$ cat config.mk
export PLATFORM = sky130hd
export DESIGN_NAME = ttt_board_ctrl
export DESIGN_NICKNAME = d
export VERILOG_FILES = /design/src/rtl/ttt_board_ctrl.sv
export SDC_FILE = /design/constraint.sdc
export NUM_CORES = 1
export LEC_CHECK = 0
export ABC_AREA = 1
export ABC_CLOCK_PERIOD_IN_PS = 1700
export CAP_MARGIN = 15
export CELL_PAD_IN_SITES_DETAIL_PLACEMENT = 0
export CELL_PAD_IN_SITES_GLOBAL_PLACEMENT = 1
export CORE_AREA = 2 2 83 85
export CTS_CLUSTER_DIAMETER = 200
export DETAILED_ROUTE_END_ITERATION = 10
export DIE_AREA = 0 0 85 87
export PLACE_DENSITY = 0.83
export SLEW_MARGIN = 10
export SYNTH_ARGS = -nofsm -noshare
export SYNTH_HDL_FRONTEND = slang
export SYNTH_SLANG_ARGS = --single-unit
export TNS_END_PERCENT = 20
$ cat constraint.sdc
create_clock -name clk -period 1.7 [get_ports clk]
set_clock_uncertainty 0.1 [all_clocks]
set_input_delay 0.17 -clock clk [delete_from_list [all_inputs] [get_ports clk]]
set_output_delay 0.17 -clock clk [all_outputs]
set_load 0.02 [all_outputs]
$ cat src/rtl/ttt_board_ctrl.sv
// ---------------------------------------------------------------------------
// ttt_board_ctrl
//
// Tic-tac-toe game controller. It owns the two player boards, feeds them to
// an external combinational win detector, accepts one move at a time, and
// decides win / draw / next turn one cycle after each accepted move.
//
// Ports
//   clk          system clock, rising edge
//   rst_n        asynchronous active-low reset
//   new_game     synchronous clear of the whole game (highest priority)
//   move_valid   move request strobe
//   move_pos     requested square 0..8 (same bit numbering as ain/bin)
//   move_ready   a move can be accepted this cycle
//   move_ack     1-cycle pulse: the previous request was accepted
//   move_err     1-cycle pulse: the previous request was illegal
//   ain, bin     registered boards of players A and B
//   win_line     detector result; only bits 7:0 carry information
//   turn         player to move (0 = A, 1 = B)
//   game_over    game has ended (win or draw)
//   winner       winning player, valid when game_over & ~draw
//   draw         game ended on a full board without a line
//   win_lq       win_line[7:0] captured when the win was found
//   move_count   number of occupied squares 0..9
// ---------------------------------------------------------------------------
`timescale 1ns/1ps

module ttt_board_ctrl #(
    parameter bit FIRST_PLAYER = 1'b0
) (
    input  logic       clk,
    input  logic       rst_n,
    input  logic       new_game,
    input  logic       move_valid,
    input  logic [3:0] move_pos,
    output logic       move_ready,
    output logic       move_ack,
    output logic       move_err,
    output logic [8:0] ain,
    output logic [8:0] bin,
    input  logic [8:0] win_line,
    output logic       turn,
    output logic       game_over,
    output logic       winner,
    output logic       draw,
    output logic [7:0] win_lq,
    output logic [3:0] move_count
);

    typedef enum logic [1:0] {
        S_PLAY  = 2'd0,
        S_CHECK = 2'd1,
        S_WIN   = 2'd2,
        S_DRAW  = 2'd3
    } state_t;

    state_t     r_state,  w_state_next;
    logic [8:0] r_ain,    w_ain_next;
    logic [8:0] r_bin,    w_bin_next;
    logic       r_turn,   w_turn_next;
    logic       r_ack,    w_ack_next;
    logic       r_err,    w_err_next;
    logic       r_over,   w_over_next;
    logic       r_winner, w_winner_next;
    logic       r_draw,   w_draw_next;
    logic [7:0] r_wlq,    w_wlq_next;
    logic [3:0] r_count,  w_count_next;

    logic [8:0] w_pos_onehot;
    logic       w_legal;
    logic       w_unused;

    // Bit 8 of the detector bus has no meaning for this controller.
    assign w_unused = win_line[8];

    // Shifting a 9-bit one by 9..15 yields zero, so out-of-range squares
    // never alias onto a real board bit; the range test rejects them anyway.
    assign w_pos_onehot = 9'(9'd1 << move_pos);
    assign w_legal      = (move_pos <= 4'd8) && (((r_ain | r_bin) & w_pos_onehot) == 9'd0);

    always_comb begin
        w_state_next  = r_state;
        w_ain_next    = r_ain;
        w_bin_next    = r_bin;
        w_turn_next   = r_turn;
        w_ack_next    = 1'b0;
        w_err_next    = 1'b0;
        w_over_next   = r_over;
        w_winner_next = r_winner;
        w_draw_next   = r_draw;
        w_wlq_next    = r_wlq;
        w_count_next  = r_count;

        if (new_game) begin
            // Concurrent move requests are dropped without ack or err.
            w_state_next  = S_PLAY;
            w_ain_next    = 9'd0;
            w_bin_next    = 9'd0;
            w_turn_next   = FIRST_PLAYER;
            w_over_next   = 1'b0;
            w_winner_next = 1'b0;
            w_draw_next   = 1'b0;
            w_wlq_next    = 8'd0;
            w_count_next  = 4'd0;
        end else begin
            unique case (r_state)
                S_PLAY: begin
                    if (move_valid) begin
                        if (w_legal) begin
                            if (r_turn) begin
                                w_bin_next = r_bin | w_pos_onehot;
                            end else begin
                                w_ain_next = r_ain | w_pos_onehot;
                            end
                            w_count_next = r_count + 4'd1;
                            w_ack_next   = 1'b1;
                            w_state_next = S_CHECK;
                        end else begin
                            w_err_next = 1'b1;
                        end
                    end
                end
                S_CHECK: begin
                    // The detector now sees the board including the new move;
                    // a line on the ninth move outranks the draw.
                    if (win_line[7:0] != 8'd0) begin
                        w_state_next  = S_WIN;
                        w_over_next   = 1'b1;
                        w_winner_next = r_turn;
                        w_wlq_next    = win_line[7:0];
                    end else if (r_count == 4'd9) begin
                        w_state_next = S_DRAW;
                        w_over_next  = 1'b1;
                        w_draw_next  = 1'b1;
                    end else begin
                        w_turn_next  = ~r_turn;
                        w_state_next = S_PLAY;
                    end
                end
                S_WIN, S_DRAW: begin
                    // Terminal: everything holds until new_game or reset.
                end
                default: begin
                    w_state_next = S_PLAY;
                end
            endcase
        end
    end

    always_ff @(posedge clk or negedge rst_n) begin
        if (!rst_n) begin
            r_state  <= S_PLAY;
            r_ain    <= 9'd0;
            r_bin    <= 9'd0;
            r_turn   <= FIRST_PLAYER;
            r_ack    <= 1'b0;
            r_err    <= 1'b0;
            r_over   <= 1'b0;
            r_winner <= 1'b0;
            r_draw   <= 1'b0;
            r_wlq    <= 8'd0;
            r_count  <= 4'd0;
        end else begin
            r_state  <= w_state_next;
            r_ain    <= w_ain_next;
            r_bin    <= w_bin_next;
            r_turn   <= w_turn_next;
            r_ack    <= w_ack_next;
            r_err    <= w_err_next;
            r_over   <= w_over_next;
            r_winner <= w_winner_next;
            r_draw   <= w_draw_next;
            r_wlq    <= w_wlq_next;
            r_count  <= w_count_next;
        end
    end

    assign move_ready = (r_state == S_PLAY) && !new_game;
    assign move_ack   = r_ack;
    assign move_err   = r_err;
    assign ain        = r_ain;
    assign bin        = r_bin;
    assign turn       = r_turn;
    assign game_over  = r_over;
    assign winner     = r_winner;
    assign draw       = r_draw;
    assign win_lq     = r_wlq;
    assign move_count = r_count;

endmodule

==> results list, run 1 <==
- Max-cap violations in this run came to 0.
* Global-route wire length before repair: about 9 mm
- Antenna cells: 0
* Chip height: between 80 and 90 microns
- Area of the mapped netlist: 0.00201 sq mm
* Sw Share: about 30%
- Total overflow reported by the global router: 0
- In this run, flip-flops and latches consume 43.2% of the power.
* Worst supply voltage drop on vdd: between 0.4 and 0.5 mV
- Fraction of power consumed by the clock network: 33.4%
- Sequential fraction of the synthesis area: 47.3%
- Data arrival at the endpoint of the critical path: 1.37 ns
- The max-slew violation count is 0.
* Iteration-0 DRC count of the detailed router: 112
- Global routing consumed, on the met1 layer, ~20% of the routing resources.
- In the final routed layout, each cell accounts on average for 12.6 microns.
- Clk slew on worst S/H paths: roughly 0.09 ns
* Post-DP HPWL: 3.80 mm
- Area enclosed by the die boundary: 0.00740 sq mm
- The core region is 0.00657 sq mm.
* CP Class: flip-flop to primary output
- CTS tree: yes
* Post-layout minimum cycle time: around 1.6 ns
- Fraction of met2 tracks used by global routing: about a quarter
* Clock root buffer: sky130_fd_sc_hd__clkbuf_8
- Headroom to the max-slew limit came out at 66.5%.
- Maximum number of pins on one net before global-route repair: 28
- Source of the worst register-to-register timing path: ain[8]
- The clock passes through at most 2 buffers.
- 1st-pass router iterations: 4
- Hold timing on the final database bottoms out at a slack of 0.264 ns.
- Placed cell count: a little over 400
- Antenna violations before repair: 0
- Vias in the first global route: 1824
- Crit path launch type: flip-flop
- Relative to the synthesized area, the layout overhead comes to 44.3%.
- Comb pwr share: approximately a quarter
* Number of nets in the layout: between 300 and 400
* Overall power after layout: 2360 uW
- In the routed design, unresolved DRC markers number 0.
- Total Routing Usage GR: between 15 and 20%
- The cell count after synthesis came out at 274.
- In this run the remaining antenna-violating nets after routing total 0.
- The number of different library cells used by synthesis comes to 22.
* Startpoint of the most critical setup path: r_state[0]
* Number of port buffers: 52
* FF+latch count, synth: 38
- Met3 Resource Use GR: 3.98%
* Total detailed-routing wirelength: 5.34 mm
* Achievable Freq: 0.610 GHz
* Fill cells: 678
* Post-Syn Nets: 293
- Static leakage power: 0.00148 uW
- P per Cell Area: 813 mW/mm^2
* Final estimated routing congestion in global placement: 0.793
* Detail-routed via count per cell: roughly 4.6
* Starting utilization of the core area: a little under a third
- Counting every sink on the clock net gives 38.
* Number of standard-cell rows in the floorplan: 30
- Data on the critical path is required at its endpoint by 1.43 ns.
* Depth of the worst register-to-register path: 10
- In this run the worst hold path is classified as primary input to asynchronous set/reset pin.
- The run finished with clean final reports.
* Layout cells sized above 1: 10.5%
- Buffers inserted during clock tree synthesis total 5.
* Vias after detailed routing: 1950
* Final Hold Vio Count: 0
- A synthesized cell averages roughly 7.3 sq um.
- Setup-failing EPs final: 0
* Number of top-level pins: 54
- Layout Cells excl Fill: 424
- STA classifies the critical path endpoint as a primary output.
- Clock latency on the worst-skew pair, taken at its later pin, is 0.30 ns.
* Synth Warn #: 0
* GRT Max-Usage Layer: met2
* Largest fanout on the critical path: 4
- The die is 85 microns wide.
* Internal: 1640 uW
* Sw Pwr: 719 uW
* H-tree Lvls: 2
* Period utilization: 96.4%
- For the pin with the worst max-slew slack, the measured transition is 0.503 ns.
[per-layer routing]
metal | vias up | routed length (microns)
li1 | 991 | -
met1 | 893 | 2430
met2 | 60 | 2520
met3 | 6 | 327
met4 | 0 | 60
met5 | - | 0
[power groups by stage]
| stage | combinational [uW] | clock [uW] | sequential, uW |
|---|---|---|---|
| 2_1_floorplan | 211 | 0 | 1100 |
| 3_3_place_gp | 529 | 0 | 1040 |
| 3_5_place_dp | 537 | 0 | 1040 |
| 4_1_cts | 538 | 810 | 1020 |
| 5_1_grt | 610 | 848 | 1030 |
| 6_report | 551 | 789 | 1020 |
[cells by family (layout without fill, tap and decap cells)]
group	after synthesis	after routing	share of synthesized area, %
and+or+nand+nor	144	144	31.1
adders and majority gates	2	2	1.25
DFF	38	38	47.3
buffers and inverters	53	123	10.6
xor gates and xnor gates	2	2	0.872
AOI/OAI and AO/OA	35	35	8.78
[registers in the layout (all words and copies together) (netlist names)]
register,flops
move_ack,1
move_count,4
game_over,1
winner,1
bin,9
move_err,1
turn,1
r_state,2
win_lq,8
ain,9
draw,1
[metrics by stage]
| stage | utilization (%) | setup TNS, ns | setup WS (ns) | area [sq um] |
|---|---|---|---|---|
| finish | 44.2 | 0 | 0.0611 | 2900 |
| global route | 44.2 | -0.0190 | -0.00913 | 2900 |
| CTS | 43.0 | 0 | 0.0104 | 2820 |
| detailed placement | 41.2 | -5.69 | -0.264 | 2710 |
| global placement | 41.2 | -5.44 | -0.258 | 2710 |
| floorplan | - | 0 | 0.150 | 2010 |
[layout by cell type, fill, tap and decap left out, types with 2 or more instances in the layout]
master	instances
sky130_fd_sc_hd__nand2_1	83
sky130_fd_sc_hd__inv_1	45
sky130_fd_sc_hd__clkdlybuf4s50_1	45
sky130_fd_sc_hd__dfrtp_1	38
sky130_fd_sc_hd__nand3_1	28
sky130_fd_sc_hd__a21oi_1	22
sky130_fd_sc_hd__nor2_1	19
sky130_fd_sc_hd__o21ai_0	12
sky130_fd_sc_hd__buf_4	12
sky130_fd_sc_hd__clkbuf_8	5
sky130_fd_sc_hd__dlymetal6s2s_1	5
sky130_fd_sc_hd__nor2_2	4
sky130_fd_sc_hd__nand4_1	3
sky130_fd_sc_hd__nand2_8	2
sky130_fd_sc_hd__ha_1	2
sky130_fd_sc_hd__clkinv_2	2
sky130_fd_sc_hd__buf_12	2
[critical path, stage by stage (launching register included)]
cell,delay [ns]
sky130_fd_sc_hd__dfrtp_1,0.43
sky130_fd_sc_hd__nor2_1,0.11
sky130_fd_sc_hd__inv_1,0.05
sky130_fd_sc_hd__nor2_1,0.12
sky130_fd_sc_hd__dlygate4sd2_1,0.35
[layout make-up]
cell class	count	area [sq um]	share of cell area, %
Timing Repair Buffer	68	682	23.5
Inverter	47	176	6.08
Clock inverter	3	40.0	1.38
Multi-Input combinational cell	183	882	30.4
Clock buffer	5	68.8	2.37
Tap cell	80	100	3.45
Sequential cell	38	951	32.8
[synthesized netlist by cell type]
cell | n | area, sq um
sky130_fd_sc_hd__a31oi_1 | 1 | 6.26
sky130_fd_sc_hd__inv_2 | 1 | 3.75
sky130_fd_sc_hd__nand2_4 | 1 | 11.3
sky130_fd_sc_hd__xor2_1 | 1 | 8.76
sky130_fd_sc_hd__nor2_4 | 1 | 11.3
sky130_fd_sc_hd__buf_1 | 2 | 7.51
sky130_fd_sc_hd__nand3_1 | 29 | 145
sky130_fd_sc_hd__nand2_1 | 83 | 312
sky130_fd_sc_hd__clkbuf_1 | 2 | 7.51
sky130_fd_sc_hd__dfrtp_1 | 38 | 951
sky130_fd_sc_hd__inv_1 | 45 | 169
sky130_fd_sc_hd__buf_6 | 2 | 22.5
sky130_fd_sc_hd__nand4_1 | 3 | 18.8
sky130_fd_sc_hd__ha_1 | 2 | 25.0
sky130_fd_sc_hd__o21ai_0 | 12 | 60.1
sky130_fd_sc_hd__nand2_2 | 3 | 18.8
sky130_fd_sc_hd__nor2_2 | 2 | 12.5
sky130_fd_sc_hd__xnor2_1 | 1 | 8.76
sky130_fd_sc_hd__nor2_1 | 21 | 78.8
sky130_fd_sc_hd__a21oi_1 | 22 | 110
sky130_fd_sc_hd__clkinv_1 | 1 | 3.75
sky130_fd_sc_hd__nand3_4 | 1 | 17.5
[final timing paths]
path | slack [ns] | to
worst max-delay path | 0.06 | move_ready
worst min-delay path | 0.26 | bin[4]
worst max register to register | 0.16 | bin[3]
worst min register to register | 0.39 | win_lq[5]
max in group asynchronous | 0.74 | bin[3]
min in group clk | 0.28 | bin[8]
[repair_timing]
item	CTS	global route
endpoints found under the setup margin	1	23
pin swaps	0	2
gates resized for setup	1	17
hold buffers	1	0
endpoints found under the hold margin	18	0
setup buffers	0	1
Note: power is estimated with default switching activity, not from simulation.
==> run 2, diff against run 1 <==
SLEW_MARGIN = default   (was 10)
==> results of run 2 <==
No change in the layout: final DEF, timing and power equal those of run 1.
==> run 3, diff against run 2 <==
SKIP_LAST_GASP = 1   (was default)
==> run 3 against run 2 <==
Compared with the run above:
- cell area decreased by 0.17%
- first-iteration DRC count increased by 19%
- highest routed layer unchanged
- final cell count unchanged
- utilization decreased by 0.076 points
- power decreased by 0.28%
- combinational power about the same
==> results list, run 3 (same netlist as run 1, synthesis figures left out) <==
* Post-layout minimum cycle time: 1.63 ns (-0.00747 ns)
* Area enclosed by the die boundary: 0.00740 sq mm (unchanged)
- Core Util, Final: 44.1% (-0.076 points)
* Outcome: finished, final reports clean
* Final estimated routing congestion in global placement: 0.793 (unchanged)
* Inserted Clock Buffers: 5 (unchanged)
- Count of antenna-violating nets left after detailed routing: 0 (unchanged)
- The number of optimization iterations in the first detailed-route pass was 4 (unchanged).
* Achievable Freq: 0.613 GHz (+0.46%)
- Antenna violations before repair: 0 (unchanged)
* Vias in the first global route: 1824 (unchanged)
- The placeable core area was 0.00657 sq mm (unchanged).
- The required time of the critical path was 1.43 ns (about the same).
* Post-DP HPWL: 3.80 mm (unchanged)
* Element type at the critical path end: primary output
- Starting utilization of the core area: 30.6% (unchanged)
- Total detailed-routing wirelength: 5.35 mm (about the same)
- Setup-failing EPs final: 0 (unchanged)
- Fraction of met2 tracks used by global routing: 25.3% (unchanged)
- Clk slew on worst S/H paths: 0.08 ns (about the same)
- Source-to-sink clock delay at the later pin of the worst-skew pair: 0.30 ns (about the same)
* Source of the worst register-to-register timing path: ain[8]
* Hold Slack: 0.266 ns (+0.00161 ns)
* Most frequent standard cell in the layout excluding fill and tap cells: sky130_fd_sc_hd__nand2_1
- The average detailed-routed wire length per instance was 12.6 microns (about the same).
* Number of nets in the layout: 362 (unchanged)
- Global-route wire length before repair: 8.78 mm (unchanged)
- The max-slew violation count was 0 (unchanged).
- Layout Cells excl Fill: 424 (unchanged)
- Worst min-delay path class: primary input to asynchronous set/reset pin
- The number of design-rule violations left by the first detailed-router iteration is 133 (+19%).
* Number of port buffers: 52 (unchanged)
* Number of top-level pins: 54 (unchanged)
- Vias after detailed routing: 1956 (+0.31%)
* Maximum capacitance violations: 0 (unchanged)
- Smallest setup slack after layout: 0.0686 ns (+0.00747 ns)
- The global-route met1 utilization came to 19.6% (unchanged).
- The worst-case reg-to-reg path depth came to 10 (unchanged).
- The CTS H-tree depth is 2 (unchanged).
- Clk sinks: 38 (unchanged)
- The worst relative slew slack came to 66.7% (+0.16 points).
- The static leakage was 0.00148 uW (-0.15%).
- Total Routing Usage GR: 15.2% (unchanged)
* Layout cells sized above 1: 10.5% (unchanged)
- The root buffer cell chosen for the clock tree is sky130_fd_sc_hd__clkbuf_8.
- The largest net degree at the start of global routing is 28 (unchanged).
* Met3 Resource Use GR: 3.98% (unchanged)
* Total overflow reported by the global router: 0 (unchanged)
* Chip height: 87 microns (unchanged)
* Antenna cells: 0 (unchanged)
* Chip Width: 85 microns (unchanged)
- Data arrival at the endpoint of the critical path: 1.36 ns (about the same)
- The final critical-path share of the clock period is 96.0% (-0.44 points).
- CP Class: flip-flop to primary output
* Final Hold Vio Count: 0 (unchanged)
* Number of standard-cell rows in the floorplan: 30 (unchanged)
- The routed via count divided by cell count is 4.61 (+0.31%).
- Most frequent cells in the layout: sky130_fd_sc_hd__nand2_1, sky130_fd_sc_hd__inv_1, sky130_fd_sc_hd__clkdlybuf4s50_1, sky130_fd_sc_hd__dfrtp_1, sky130_fd_sc_hd__nand3_1
- Placed cell count: 414 (unchanged)
- Worst setup slack after placement: -0.264 ns (unchanged)
* Remaining design rule violation count: 0 (unchanged)
- STA classifies the critical path startpoint as a flip-flop.
- Overall power after layout: 2350 uW (-0.28%)
- Area overhead of the layout relative to synthesis: 44.1%
- Startpoint of the most critical setup path: r_state[0]
- Worst Max-Slew Pin Slew: 0.500 ns (-0.00236 ns)
- met2 is the most crowded layer.
* Worst supply voltage drop on vdd: 0.428 mV (+0.26%)
* CTS tree: yes
* Setup repair after global routing missed its margin: true
* Maximum buffer depth of the clock tree: 2 (unchanged)
- Largest fanout on the critical path: 4 (unchanged)
- The power density normalized to cell area is 813 mW/mm^2 (-0.11%).
==> run 3: cell counts in the layout (fill, tap and decap cells not counted) <==
No cell type changed its count.
==> run 3: metal layers <==
metal / wire length [microns] / vias to the layer above
met4: 60 / 0
li1: - / 991
met3: 317 / 6
met5: 0 / -
met2: 2490 / 59
met1: 2480 / 900
==> run 3: final timing paths <==
check	slack (ns)	end
setup / recovery	0.07	move_ready
hold / removal	0.27	bin[4]
setup reg to reg	0.15	bin[5]
hold reg to reg	0.39	win_lq[5]
max in group asynchronous	0.74	bin[2]
min in group clk	0.29	bin[8]
==> run 3: cell type report <==
class	count	area [sq um]
clock buffer	5	68.8
fill	677	3670
timing repair buffer	68	677
tap	80	100
multi-input combinational	183	882
clock inverter	3	40.0
inverter	47	176
sequential	38	951
==> run 3: power by group <==
part	leakage [uW]	internal (uW)	switching (uW)
Clock	0.0000579	432	352
Sequential	0.000520	964	54.5
Combinational	0.000903	241	308
==> run 3: worst max-delay path, stage by stage (launching register included) <==
cell	delay (ns)
sky130_fd_sc_hd__dfrtp_1	0.42
sky130_fd_sc_hd__nor2_1	0.11
sky130_fd_sc_hd__inv_1	0.05
sky130_fd_sc_hd__nor2_1	0.13
sky130_fd_sc_hd__dlygate4sd2_1	0.35
==> run 3: what timing repair did <==
item,in CTS,in global routing
hold buffers,1,0
endpoints found under the hold margin,18,0
buffers inserted,0,1
endpoints found under the setup margin,1,23
pin swaps,0,2
gates resized for setup,1,16
==> run 3: metrics by stage <==
| stage | TNS [ns] | area, sq um |
|---|---|---|
| floorplan | 0 | 2010 |
| global placement | -5.44 | 2710 |
| detailed placement | -5.69 | 2710 |
| CTS | 0 | 2820 |
| global route | -0.0946 | 2900 |
| finish | 0 | 2900 |
